==> src/rtl/skid_reg_if.sv <==
// Valid/ready handshake bundle for skid_reg: upstream word in, downstream word out,
// plus the occupancy count. master is the environment side, slave is the stage.
interface skid_reg_if #(
  parameter int DATAWIDTH = 8
);
  logic [DATAWIDTH-1:0] in_data;
  logic                 in_valid;
  logic                 in_ready;
  logic [DATAWIDTH-1:0] out_data;
  logic                 out_valid;
  logic                 out_ready;
  logic [1:0]           occupancy;

  modport master (
    output in_data, in_valid, out_ready,
    input  in_ready, out_data, out_valid, occupancy
  );

  modport slave (
    input  in_data, in_valid, out_ready,
    output in_ready, out_data, out_valid, occupancy
  );
endinterface

==> src/rtl/skid_reg.sv <==
// Two-entry registered pipeline stage (main + skid register) with valid/ready handshake.
// Every output comes straight from a flop, so no combinational path crosses the stage.
module skid_reg #(
  parameter int DATAWIDTH = 8
) (
  input  logic      Clk,
  input  logic      Rst,
  skid_reg_if.slave bus
);

  localparam logic [1:0] EMPTY = 2'd0;
  localparam logic [1:0] BUSY  = 2'd1;
  localparam logic [1:0] FULL  = 2'd2;

  logic [1:0]           state_q, state_d;
  logic [DATAWIDTH-1:0] main_q, main_d;
  logic [DATAWIDTH-1:0] skid_q, skid_d;
  logic                 in_ready_q, in_ready_d;
  logic                 out_valid_q, out_valid_d;
  logic                 accept;
  logic                 take;

  // in_ready_q starts at 0 after reset, so the first edge only raises it and accepts nothing.
  always_comb begin
    accept      = bus.in_valid & in_ready_q;
    take        = out_valid_q & bus.out_ready;
    state_d     = state_q;
    main_d      = main_q;
    skid_d      = skid_q;
    in_ready_d  = 1'b1;
    out_valid_d = out_valid_q;

    case (state_q)
      EMPTY: begin
        if (accept) begin
          main_d      = bus.in_data;
          out_valid_d = 1'b1;
          state_d     = BUSY;
        end
      end
      BUSY: begin
        if (accept && take) begin
          main_d = bus.in_data;
        end else if (accept) begin
          skid_d     = bus.in_data;
          in_ready_d = 1'b0;
          state_d    = FULL;
        end else if (take) begin
          out_valid_d = 1'b0;
          state_d     = EMPTY;
        end
      end
      FULL: begin
        in_ready_d = 1'b0;
        if (take) begin
          main_d     = skid_q;
          in_ready_d = 1'b1;
          state_d    = BUSY;
        end
      end
      default: begin
        out_valid_d = 1'b0;
        state_d     = EMPTY;
      end
    endcase
  end

  always_ff @(posedge Clk or negedge Rst) begin
    if (!Rst) begin
      state_q     <= EMPTY;
      main_q      <= '0;
      skid_q      <= '0;
      in_ready_q  <= 1'b0;
      out_valid_q <= 1'b0;
    end else begin
      state_q     <= state_d;
      main_q      <= main_d;
      skid_q      <= skid_d;
      in_ready_q  <= in_ready_d;
      out_valid_q <= out_valid_d;
    end
  end

  assign bus.in_ready  = in_ready_q;
  assign bus.out_data  = main_q;
  assign bus.out_valid = out_valid_q;
  assign bus.occupancy = state_q;

endmodule

==> src/flat_wrapper.sv <==
// flat-port wrapper written by rule: the top's interface ports become plain ports
module skid_reg_flat 
#(
  parameter int DATAWIDTH = 8
)
  (Clk, Rst, bus_in_data, bus_in_valid, bus_out_ready, bus_in_ready, bus_out_data, bus_out_valid, bus_occupancy);
  skid_reg_if #(.DATAWIDTH(DATAWIDTH)) bus_i ();
  input  logic Clk;
  input  logic Rst;
  input wire logic [$bits(bus_i.in_data)-1:0] bus_in_data;
  input wire logic [$bits(bus_i.in_valid)-1:0] bus_in_valid;
  input wire logic [$bits(bus_i.out_ready)-1:0] bus_out_ready;
  output wire logic [$bits(bus_i.in_ready)-1:0] bus_in_ready;
  output wire logic [$bits(bus_i.out_data)-1:0] bus_out_data;
  output wire logic [$bits(bus_i.out_valid)-1:0] bus_out_valid;
  output wire logic [$bits(bus_i.occupancy)-1:0] bus_occupancy;
  assign bus_i.in_data = bus_in_data;
  assign bus_i.in_valid = bus_in_valid;
  assign bus_i.out_ready = bus_out_ready;
  assign bus_in_ready = bus_i.in_ready;
  assign bus_out_data = bus_i.out_data;
  assign bus_out_valid = bus_i.out_valid;
  assign bus_occupancy = bus_i.occupancy;
  skid_reg #(.DATAWIDTH(DATAWIDTH)) u_core (.Clk(Clk), .Rst(Rst), .bus(bus_i));
endmodule
==> config.mk <==
export PLATFORM = sky130hd
export DESIGN_NAME = skid_reg_flat
export DESIGN_NICKNAME = d
export VERILOG_FILES = /design/src/rtl/skid_reg_if.sv /design/src/rtl/skid_reg.sv /design/src/flat_wrapper.sv
export SDC_FILE = /design/constraint.sdc
export NUM_CORES = 1
export LEC_CHECK = 0
export CAP_MARGIN = 25
export CORE_ASPECT_RATIO = 1.25
export CORE_MARGIN = 3
export CORE_UTILIZATION = 36
export CTS_BUF_LIST = sky130_fd_sc_hd__clkbuf_8 sky130_fd_sc_hd__clkbuf_16
export DETAILED_ROUTE_END_ITERATION = 6
export SYNTH_ARGS = -nofsm -noshare
export SYNTH_HDL_FRONTEND = slang
export SYNTH_SLANG_ARGS = --single-unit
==> constraint.sdc <==
create_clock -name Clk -period 5 [get_ports Clk]
set_input_delay 0.5 -clock Clk [delete_from_list [all_inputs] [get_ports Clk]]
set_output_delay 0.5 -clock Clk [all_outputs]
set_load 0.01 [all_outputs]
* Word level (Yosys, flattened, before mapping) *
Index checks and enable logic that the tools add are counted.

storage, ports and cells
  input port bits = 12
  output and inout port bits = 12
  bits in registers = 20
  logic and storage cells = 44

operators by class
  bitwise gates (word level) = 4
  multiplexer cells = 19
  equality and inequality tests = 9
  reduce and logical (&&, ||, !) cells = 7

operator list
  kind                  number
  $mux W8               3
  $pmux W8 S3           1
  $mux W2               5
  $ne A2 B1 Y1 const B  4
  $reduce_and A4 Y1     2
  $mux W1               7
  $pmux W2 S3           1
  $reduce_and A5 Y1     1
  $ne A2 B2 Y1 const B  2
  $ne A3 B1 Y1 const B  1
  $pmux W1 S3           1
  $reduce_and A3 Y1     1
  $reduce_bool A3 Y1    1
  $and A1 B1 Y1         2
  $eq A2 B1 Y1 const B  1
  $eq A2 B2 Y1 const B  1
  $logic_not A2 Y1      1
  $not A1 Y1            2
  $pmux W1 S2           1
  $logic_and A1 B1 Y1   1

* Logic depth before layout (Yosys ltp) *
Gate-level depths: netlist (run 1).

  word-level depth = 5
  mapped depth = 7
  mapped depth without buffers = 6

* Least setup slack after synthesis (run 1) *
OpenSTA, ideal clock, no wires.

  path kind = reg-to-reg
  from = reg u_core.state_q[1] (netlist: u_core.bus.occupancy[1])
  to = reg u_core.main_q[0] (netlist: u_core.bus.out_data[0])
  path slack = 3221 ps
  path buffers = 1
  arrival time = 1706 ps
  stages on the path, launching flop included = 8
  clock period less this slack = 1779 ps
  data required time = 4927 ps
  setup time = 73 ps
  cells stage by stage = dfrtp_1 -> inv_1 -> ha_1 -> a21boi_0 -> a2111oi_4 -> buf_6 -> nor2_1 -> a21oi_2

on the way
  longest elaborated chain between the ends = 3
  elaborated cells between the ends (all ways) = 9
  those cells by class = eq/ne (5); mux (1); reduce/logical (3)

ends and longest elaborated chain
  what                                                                        line            RTL
  start: declaration                                                          skid_reg.sv:15  logic [1:0] state_q, state_d;
  start signal: assignment                                                    skid_reg.sv:76  state_q <= state_d;
  $eq A2 B2 Y1, or another cell as far along                                  skid_reg.sv:33  case (state_q)
  $ne A2 B1 Y1 (no source line) / $reduce_bool A3 Y1 (equally long branches)  n/a
  $reduce_and A4 Y1 (no source line)                                          n/a
  end signal: assignment                                                      skid_reg.sv:77  main_q <= main_d;
  end: declaration                                                            skid_reg.sv:16  logic [DATAWIDTH-1:0] main_q, main_d;

Parallel ways exist; a longest one is shown, timed or not.
A chain may end at the register's enable or synchronous reset.

* Worst setup path after layout (run 1) *
  from = reg u_core.state_q[0] (netlist: u_core.bus.occupancy[0])
  to = reg u_core.main_q[0] (netlist: u_core.bus.out_data[0])

Same word-level chain as after synthesis.

==> flow_summary.yaml, run 1 <==
sta:
  setup_ws_ps: 2690
  hold_violations: 0
  timing.final.crit_share_pct: 46.2
  relSlewSlack_pct: 39.2
  rsz0062_at_grt: "no"
  drv_slew: 0
  skew_ps: 2.44
  setup_viol: 0
  tightest_slew_ps: 909
  final.min_clock_period_ps: 2310
  fmax_mhz: 433
  setup_tns_ps: 0
die:
  io_pins: 24
  dieHeight_um: 64.7
  die_area_sq_um: 3430
  rows: 20
  start_util_pct: 39.3
  die_w_um: 53.0
  coreArea_sq_um: 2530
final_layout:
  syn_to_final_growth_pct: 30.9
  mostFrequentLayoutCell: "clkdlybuf4s50_1"
  fin_nets: 123
  num_antenna_cells: 0
  drive_above_1_share_pct: 17.0
  multiInputGateArea_sq_um: 464
  instances_no_fill: 139
  final_cell_mix: "clkdlybuf4s50_1, dfrtp_1, mux2i_1"
  seqCellArea_sq_um: 500
  fillCellCount: 233
synth:
  yosys-top-cells-area: "dfrtp_1, mux2i_1, mux2_2"
  syn-num-nets: 98
  synth_area_sq_um: 992
  synth_cell_types: 23
  synth_top_area_share_pct: 50.4
  syn_inst: 82
  yosys_register_bits: 20
  synth_area_leader_cell: "dfrtp_1"
  avgSynthCellArea_sq_um: 12.1
  ys_seq_area_share_pct: 50.4
  ys.warnings.count: 0
run:
  max-cap-violations: 0
routing:
  drt-total-wl_um: 1870
  vias: 687
  drtAntennaViolNets: 0
  drc: 0
  firstDrtPassIters: 2
  routed_via_density: 4.94
  routedWlPerCell_um: 13.4
  drt_iter0_drc: 3
power_and_ir_drop:
  leakage_nw: 0.526
  vdd_ir_drop_max_uv: 364
  power.density_nw_per_um2: 672
cts:
  clock_sinks: 20
  cts_made_buffers: 3
  ctsResizeCount: 0
  cts_hold_buf: 0
  root_buffer: "clkbuf_8"
  cts_tree: "built"
  clockBufferDepth: 2
  clk_latency_ps: 250
  clkSlewWorstSetupHoldPaths_ps: 70
  htreeDepth: 1
  cts_setup_buffers: 0
min_path:
  hold_class: "reg -> reg"
  hp-start: "u_core.skid_q[1]$_DFFE_PN0P_"
  hold_depth: 1
  min_to: "u_core.skid_q[1]$_DFFE_PN0P_"
place:
  hpwlAfterDp_um: 1350
  numPlacedInstances: 135
  pre_cts_ws_ps: 2570
  place_congestion: 0.735
  port_buffers: 23
worst_setup_path:
  arrival_ps: 2500
  reg2regPathDepth: 6
  required_ps: 5190
  cp-start-kind: "flip-flop"
  r2r-end: "u_core.bus.out_data[0]$_DFFE_PN0P_"
  reg2reg_slack_ps: 2690
  crit_fanout: 16
  critPathKind: "reg -> reg"
  rr_startpoint: "u_core.bus.occupancy[0]$_DFFE_PN0P_"
  crit_path_end_kind: "flip-flop"
grt:
  track_usage_pct: 12.9
  antenna_found_initial: 0
  grt_pass1_vias: 733
  grt-ovfl-total: 0
  grt_max_degree: 21
  grt_pass1_wl_um: 3220
status:
  outcome: "finished clean"
-- layer usage --
layer | track usage, % | routed length (um)
met1 | 15.4 | 816
met2 | 21.3 | 954
met3 | 2.76 | 78
met4 | 6.71 | 17
met5 | 0 | 0
-- critical path: stages (launching register included) --
cell and delay [ps]:
dfrtp_1 390, inv_1 90, ha_1 430, a21boi_0 280, a2111oi_4 810, nor2_1 110
a21oi_2 130
-- kinds of logic after synthesis --
kind of cell | share of synthesized area [%]
DFF | 50.4
adders and majority gates | 5.04
AOI/OAI and AO/OA | 15.6
and+or+nand+nor | 7.06
muxes | 18.2
xor gates and xnor gates | 0.883
buffers and inverters | 2.77
-- final cells by class --
cell class                 instances  share of cell area (%)
tap                               33                    3.18
timing repair buffer              23                    17.7
inverter                           2                   0.578
sequential                        20                    38.5
clock buffer                       4                    4.24
multi-input combinational         57                    35.7
-- power breakdown --
part | internal (W) | switching, W | leakage [nW]
logic | 0.000240 | 0.000209 | 0.266
registers | 0.000247 | 0.0000539 | 0.232
clock network | 0.0000700 | 0.0000522 | 0.0288
-- how the worst max path moves through the flow --
stage / startpoint / cells after the start / endpoint / slack [ps]
after global routing: u_core.bus.occupancy[0]$_DFFE_PN0P_ / 6 / u_core.bus.out_data[3]$_DFFE_PN0P_ / 2440
after CTS: u_core.bus.occupancy[0]$_DFFE_PN0P_ / 6 / u_core.bus.out_data[0]$_DFFE_PN0P_ / 2660
after floorplan: u_core.bus.occupancy[1]$_DFFE_PN0P_ / 7 / u_core.bus.out_data[0]$_DFFE_PN0P_ / 3220
after global placement: bus_out_ready / 5 / u_core.bus.out_data[0]$_DFFE_PN0P_ / 2660
final: u_core.bus.occupancy[0]$_DFFE_PN0P_ / 6 / u_core.bus.out_data[0]$_DFFE_PN0P_ / 2690
after detailed placement: bus_out_ready / 5 / u_core.bus.out_data[3]$_DFFE_PN0P_ / 2570
-- stage by stage --
stage                     power [W]  util [%]  area [sq um]  hold WS (ps)
after CTS                  0.000891      51.4          1300           512
after floorplan            0.000613         -           992           204
after detailed placement   0.000762      49.2          1240           494
after global placement     0.000753      49.2          1240           487
after global routing       0.000951      51.4          1300           529
final                      0.000872      51.4          1300           508
-- state kept, by name, indices dropped and copies added (netlist names) --
signal / count
u_core.bus.out_data: 8
u_core.skid_q: 8
u_core.bus.occupancy: 2
u_core.bus.in_ready: 1
u_core.bus.out_valid: 1
-- synthesized netlist by cell type (all sizes together) --
cell type  number
nand4           1
inv             2
a22o            2
clkbuf          1
dfrtp          20
mux2            8
nor2            8
a21boi          3
a21oi          10
mux2i           9
a2111oi         1
or2             1
buf             2
nor3            2
a31oi           1
o21ai           1
o32a            1
xnor2           1
o21bai          1
nand2           3
ha              4
Power figures use the tool's default switching activity.
==> run 2: changes to the inputs <==
==> constraint.sdc (replaced) <==
create_clock -name Clk -period 2.3 [get_ports Clk]
set_input_delay 0.23 -clock Clk [delete_from_list [all_inputs] [get_ports Clk]]
set_output_delay 0.23 -clock Clk [all_outputs]
set_load 0.01 [all_outputs]
==> run 2 against run 1 <==
Global-route usage shrank 0.67 points. Via count grew 2.3%. Cell count grew 2.9%. Cell area grew 2.3%. First-iteration DRC count grew to 8.0 times the previous value. Die area is the same. Setup slack lost 2200 ps.
==> flow_summary.yaml, run 2 (same netlist as run 1, synthesis figures left out) <==
status:
  outcome: "finished clean"
final_layout:
  mostFrequentLayoutCell: "clkdlybuf4s50_1"
  num_antenna_cells: 0
  final_cell_mix: "clkdlybuf4s50_1, dfrtp_1, mux2i_1"
  syn_to_final_growth_pct: 33.9
  instances_no_fill: 143
  fillCellCount: 230
  fin_nets: 127
  drive_above_1_share_pct: 20.0
place:
  place_congestion: 0.774
  numPlacedInstances: 139
  hpwlAfterDp_um: 1390
  port_buffers: 23
sta:
  hold_ws_ps: 307
  relSlewSlack_pct: 67.9
  setup_tns_ps: 0
  setup_viol: 0
  drv_slew: 0
  timing.final.crit_share_pct: 79.0
  rsz0062_at_grt: "no"
  fmax_mhz: 551
  hold_violations: 0
  final.min_clock_period_ps: 1820
  tightest_slew_ps: 478
  skew_ps: 3.94
worst_setup_path:
  arrival_ps: 1960
  cpMaxStageDelayCell: "dfrtp_1"
  crit_path_end_kind: "flip-flop"
  path_common_cell: "a22o_1"
  critPathKind: "reg -> reg"
  crit_fanout: 6
  max_stage_delay_ps: 440
  path_cells: "inv_1, ha_1, a21boi_0, nor3_1, a22o_1, a22o_1"
  cp-start-kind: "flip-flop"
  required_ps: 2440
routing:
  vias: 703
  drtAntennaViolNets: 0
  routedWlPerCell_um: 12.8
  drc: 0
  drt_iter0_drc: 24
  drt-total-wl_um: 1830
  routed_via_density: 4.92
  firstDrtPassIters: 4
grt:
  track_usage_pct: 12.3
  grt_pass1_wl_um: 3110
  antenna_found_initial: 0
  grt-ovfl-total: 0
  grt_pass1_vias: 723
  grt_max_degree: 21
cts:
  clockBufferDepth: 2
  clock_sinks: 20
  htreeDepth: 1
  cts_tree: "built"
  clk_latency_ps: 250
  cts_hold_buf: 0
  root_buffer: "clkbuf_8"
  clkSlewWorstSetupHoldPaths_ps: 70
  ctsResizeCount: 0
  cts_made_buffers: 3
  cts_setup_buffers: 0
die:
  die_area_sq_um: 3430
  coreArea_sq_um: 2530
  dieHeight_um: 64.7
  rows: 20
  die_w_um: 53.0
  start_util_pct: 39.3
  io_pins: 24
power_and_ir_drop:
  leakage_nw: 0.546
  power.density_nw_per_um2: 1470
  vdd_ir_drop_max_uv: 621
  power_w: 0.00195
run:
  max-cap-violations: 0
min_path:
  hold_class: "in -> async"
run 2: cell types whose count changed in the layout (fill, tap and decap cells not counted), sizes merged:
cell / before / now
buf: 0 / 4
run 2: area by class of cell:
cell class / count / area [sq um] / share of cell area [%]
inverters: 2 / 7.51 / 0.565
flip-flops and latches: 20 / 500 / 37.7
clock buffers: 4 / 55.1 / 4.14
multi-input cells: 57 / 464 / 34.9
repair buffers: 27 / 260 / 19.6
well taps: 33 / 41.3 / 3.11
run 2: report_power, final:
group          switching [W]  leakage [nW]  internal, W
Clock               0.000111        0.0288     0.000152
Sequential          0.000116         0.232     0.000538
Combinational       0.000470         0.286     0.000566
Total               0.000698         0.546      0.00126
run 2: metrics by stage:
| step | worst slack, ps | utilization (%) | instance area (sq um) |
|---|---|---|---|
| global route | 300 | 52.6 | 1330 |
| floorplan | 521 | - | 992 |
| detailed placement | 397 | 50.4 | 1270 |
| finish | 484 | 52.6 | 1330 |
| global placement | 372 | 50.4 | 1270 |
| CTS | 464 | 52.6 | 1330 |
run 2: final timing paths:
kind	from	endpoint	slack, ps	depth (start not counted)
setup / recovery	u_core.bus.occupancy[1]$_DFFE_PN0P_	u_core.bus.occupancy[1]$_DFFE_PN0P_	480	6
hold / removal	Rst	u_core.bus.out_data[3]$_DFFE_PN0P_	310	2
setup reg to reg	u_core.bus.occupancy[1]$_DFFE_PN0P_	u_core.bus.occupancy[1]$_DFFE_PN0P_	480	6
hold reg to reg	u_core.skid_q[4]$_DFFE_PN0P_	u_core.skid_q[4]$_DFFE_PN0P_	510	1
max in group asynchronous	Rst	u_core.bus.occupancy[0]$_DFFE_PN0P_	1790	2
min in group Clk	u_core.skid_q[4]$_DFFE_PN0P_	u_core.skid_q[4]$_DFFE_PN0P_	510	1
run 2: per-layer routing:
layer / global-route usage, % / wire length, um / up-vias
met1: 15.5 / 827 / 333
met3: 2.76 / 79 / 0
met5: 0 / 0 / -
li1: - / - / 353
met4: 3.83 / 0 / 0
met2: 20.3 / 921 / 17
run 2: worst max-delay path: cells and delay by family (launching register included):
kind	cells	cell delay [ps]
flops	1	440
buf+inv	1	110
compound gates	3	840
fa+ha+maj	1	200
simple gates	1	110
==> run 3: changes to the inputs <==
==> constraint.sdc (replaced) <==
create_clock -name Clk -period 1.8 [get_ports Clk]
set_input_delay 0.18 -clock Clk [delete_from_list [all_inputs] [get_ports Clk]]
set_output_delay 0.18 -clock Clk [all_outputs]
set_load 0.01 [all_outputs]
==> run 3 against run 2 <==
Die area stayed put. Flip-flop and latch count is the same. Clock-buffer cell count fell by 1. Total power is 31% higher. Critical path depth down 2. Worst hold slack worse by 50 ps. Highest routed layer is now met4.
==> flow_summary.yaml, run 3 (same netlist as run 1, synthesis figures left out) <==
place:
  place_congestion: 0.754
  port_buffers: 23
  hpwlAfterDp_um: 1430
  pre_cts_ws_ps: -13.7
sta:
  setup_viol: 0
  rsz0062_at_grt: "no"
  hold_violations: 0
  fmax_mhz: 601
  relSlewSlack_pct: 72.8
  drv_slew: 0
  setup_ws_ps: 135
  skew_ps: 2.17
  final.min_clock_period_ps: 1660
  timing.final.crit_share_pct: 92.5
  tightest_slew_ps: 407
  setup_tns_ps: 0
final_layout:
  drive_above_1_share_pct: 23.5
  final_core_util_pct: 54.0
  multiInputGateArea_sq_um: 464
  seqCellArea_sq_um: 500
  syn_to_final_growth_pct: 37.5
  fin_nets: 133
  fillCellCount: 233
  mostFrequentLayoutCell: "clkdlybuf4s50_1"
  num_antenna_cells: 0
  final_cell_mix: "clkdlybuf4s50_1, dfrtp_1, mux2i_1, buf_4"
cts:
  root_buffer: "clkbuf_8"
  cts_setup_buffers: 0
  clock_sinks: 20
  clkSlewWorstSetupHoldPaths_ps: 70
  htreeDepth: 1
  cts_tree: "built"
  ctsResizeCount: 0
  cts_hold_buf: 0
  clk_latency_ps: 250
  cts_made_buffers: 3
  clockBufferDepth: 2
power_and_ir_drop:
  leakage_nw: 0.571
  power_switching_w: 0.000913
  p_comb_share_pct: 56.5
  clock_power_share_pct: 11.3
  internal_power_w: 0.00164
  p_seq_share_pct: 32.2
  power.density_nw_per_um2: 1870
  power_w: 0.00255
  p_sw_share_pct: 35.8
  vdd_ir_drop_max_uv: 852
run:
  max-cap-violations: 0
routing:
  routed_via_density: 4.99
  drc: 0
  routedWlPerCell_um: 13.1
  firstDrtPassIters: 4
  vias: 738
  drt-total-wl_um: 1940
  drt_iter0_drc: 20
  drtAntennaViolNets: 0
die:
  dieHeight_um: 64.7
  rows: 20
  die_w_um: 53.0
  coreArea_sq_um: 2530
  die_area_sq_um: 3430
  start_util_pct: 39.3
  io_pins: 24
worst_setup_path:
  crit_fanout: 8
  cpMaxStageDelayCell: "mux2_2"
  rr_startpoint: "u_core.bus.occupancy[0]$_DFFE_PN0P_"
  r2r-end: "u_core.skid_q[5]$_DFFE_PN0P_"
  path_delay_family: "multiplexers"
  reg2reg_slack_ps: 140
  arrival_ps: 1810
  endpoint: "u_core.skid_q[5]$_DFFE_PN0P_"
  required_ps: 1940
  reg2regPathDepth: 4
  path_depth: 4
  critPathBufInv: 1
  crit_path_end_kind: "flip-flop"
  path_cells: "buf_4, ha_1, nand2_1, mux2_2"
  cp-start-kind: "flip-flop"
  crit_start: "u_core.bus.occupancy[0]$_DFFE_PN0P_"
  max_stage_delay_ps: 380
  critPathKind: "reg -> reg"
grt:
  grt_pass1_wl_um: 3230
  grt-ovfl-total: 0
  grt_max_degree: 21
  track_usage_pct: 13.0
  antenna_found_initial: 0
  grt_pass1_vias: 737
status:
  outcome: "finished clean"
min_path:
  hold_class: "in -> async"
==> run 3: changes by cell type in the layout (fill, tap and decap cells not counted), sizes merged <==
| cell | previous run | this run |
|---|---|---|
| buf | 4 | 10 |
| clkbuf | 4 | 3 |
==> run 3: how the worst min path moves through the flow <==
stage,slack (ps),to,depth (start not counted),from
5_1_grt,280,u_core.skid_q[3]$_DFFE_PN0P_,2,Rst
6_report,260,u_core.skid_q[1]$_DFFE_PN0P_,2,Rst
2_1_floorplan,-120,u_core.bus.in_ready$_DFF_PN0_,0,Rst
3_3_place_gp,490,u_core.skid_q[1]$_DFFE_PN0P_,1,u_core.skid_q[1]$_DFFE_PN0P_
4_1_cts,260,u_core.skid_q[4]$_DFFE_PN0P_,2,Rst
3_5_place_dp,500,u_core.skid_q[4]$_DFFE_PN0P_,1,u_core.skid_q[4]$_DFFE_PN0P_
==> run 3: layer usage <==
metal	wire, um	vias to the layer above	global-route usage [%]	share of wire (%)
li1	-	360	-	-
met1	882	359	16.1	45
met2	935	17	19.4	48
met3	105	2	3.22	5.4
met5	0	-	0	0
met4	17	0	8.63	0.88
==> run 3: power by group through the flow <==
stage | Clock, W | Sequential [W] | Combinational [W]
5_1_grt | 0.000316 | 0.000848 | 0.00158
6_report | 0.000288 | 0.000821 | 0.00144
3_5_place_dp | 0 | 0.000831 | 0.00143
3_3_place_gp | 0 | 0.000823 | 0.00143
2_1_floorplan | 0 | 0.000881 | 0.000823
4_1_cts | 0.000302 | 0.000824 | 0.00144
==> run 3: through the flow <==
step,hold slack [ps],cell area [sq um],instances
CTS,262,1360,148
global placement,487,1320,145
floorplan,-116,992,82
detailed placement,498,1320,145
global route,280,1360,148
finish,257,1360,148
==> run 3: layout make-up <==
class                           instances  share of cell area [%]
Multi-Input combinational cell         57                    34.0
Timing Repair Buffer                   33                    22.7
Clock buffer                            3                    3.03
Tap cell                               33                    3.03
Sequential cell                        20                    36.7
Inverter                                2                   0.550
==> run 3: worst reg2reg max path, cell delays in order, from the launching register on <==
cell and delay (ps):
dfrtp_1 370, buf_4 140, ha_1 300, nand2_1 360
mux2_2 380
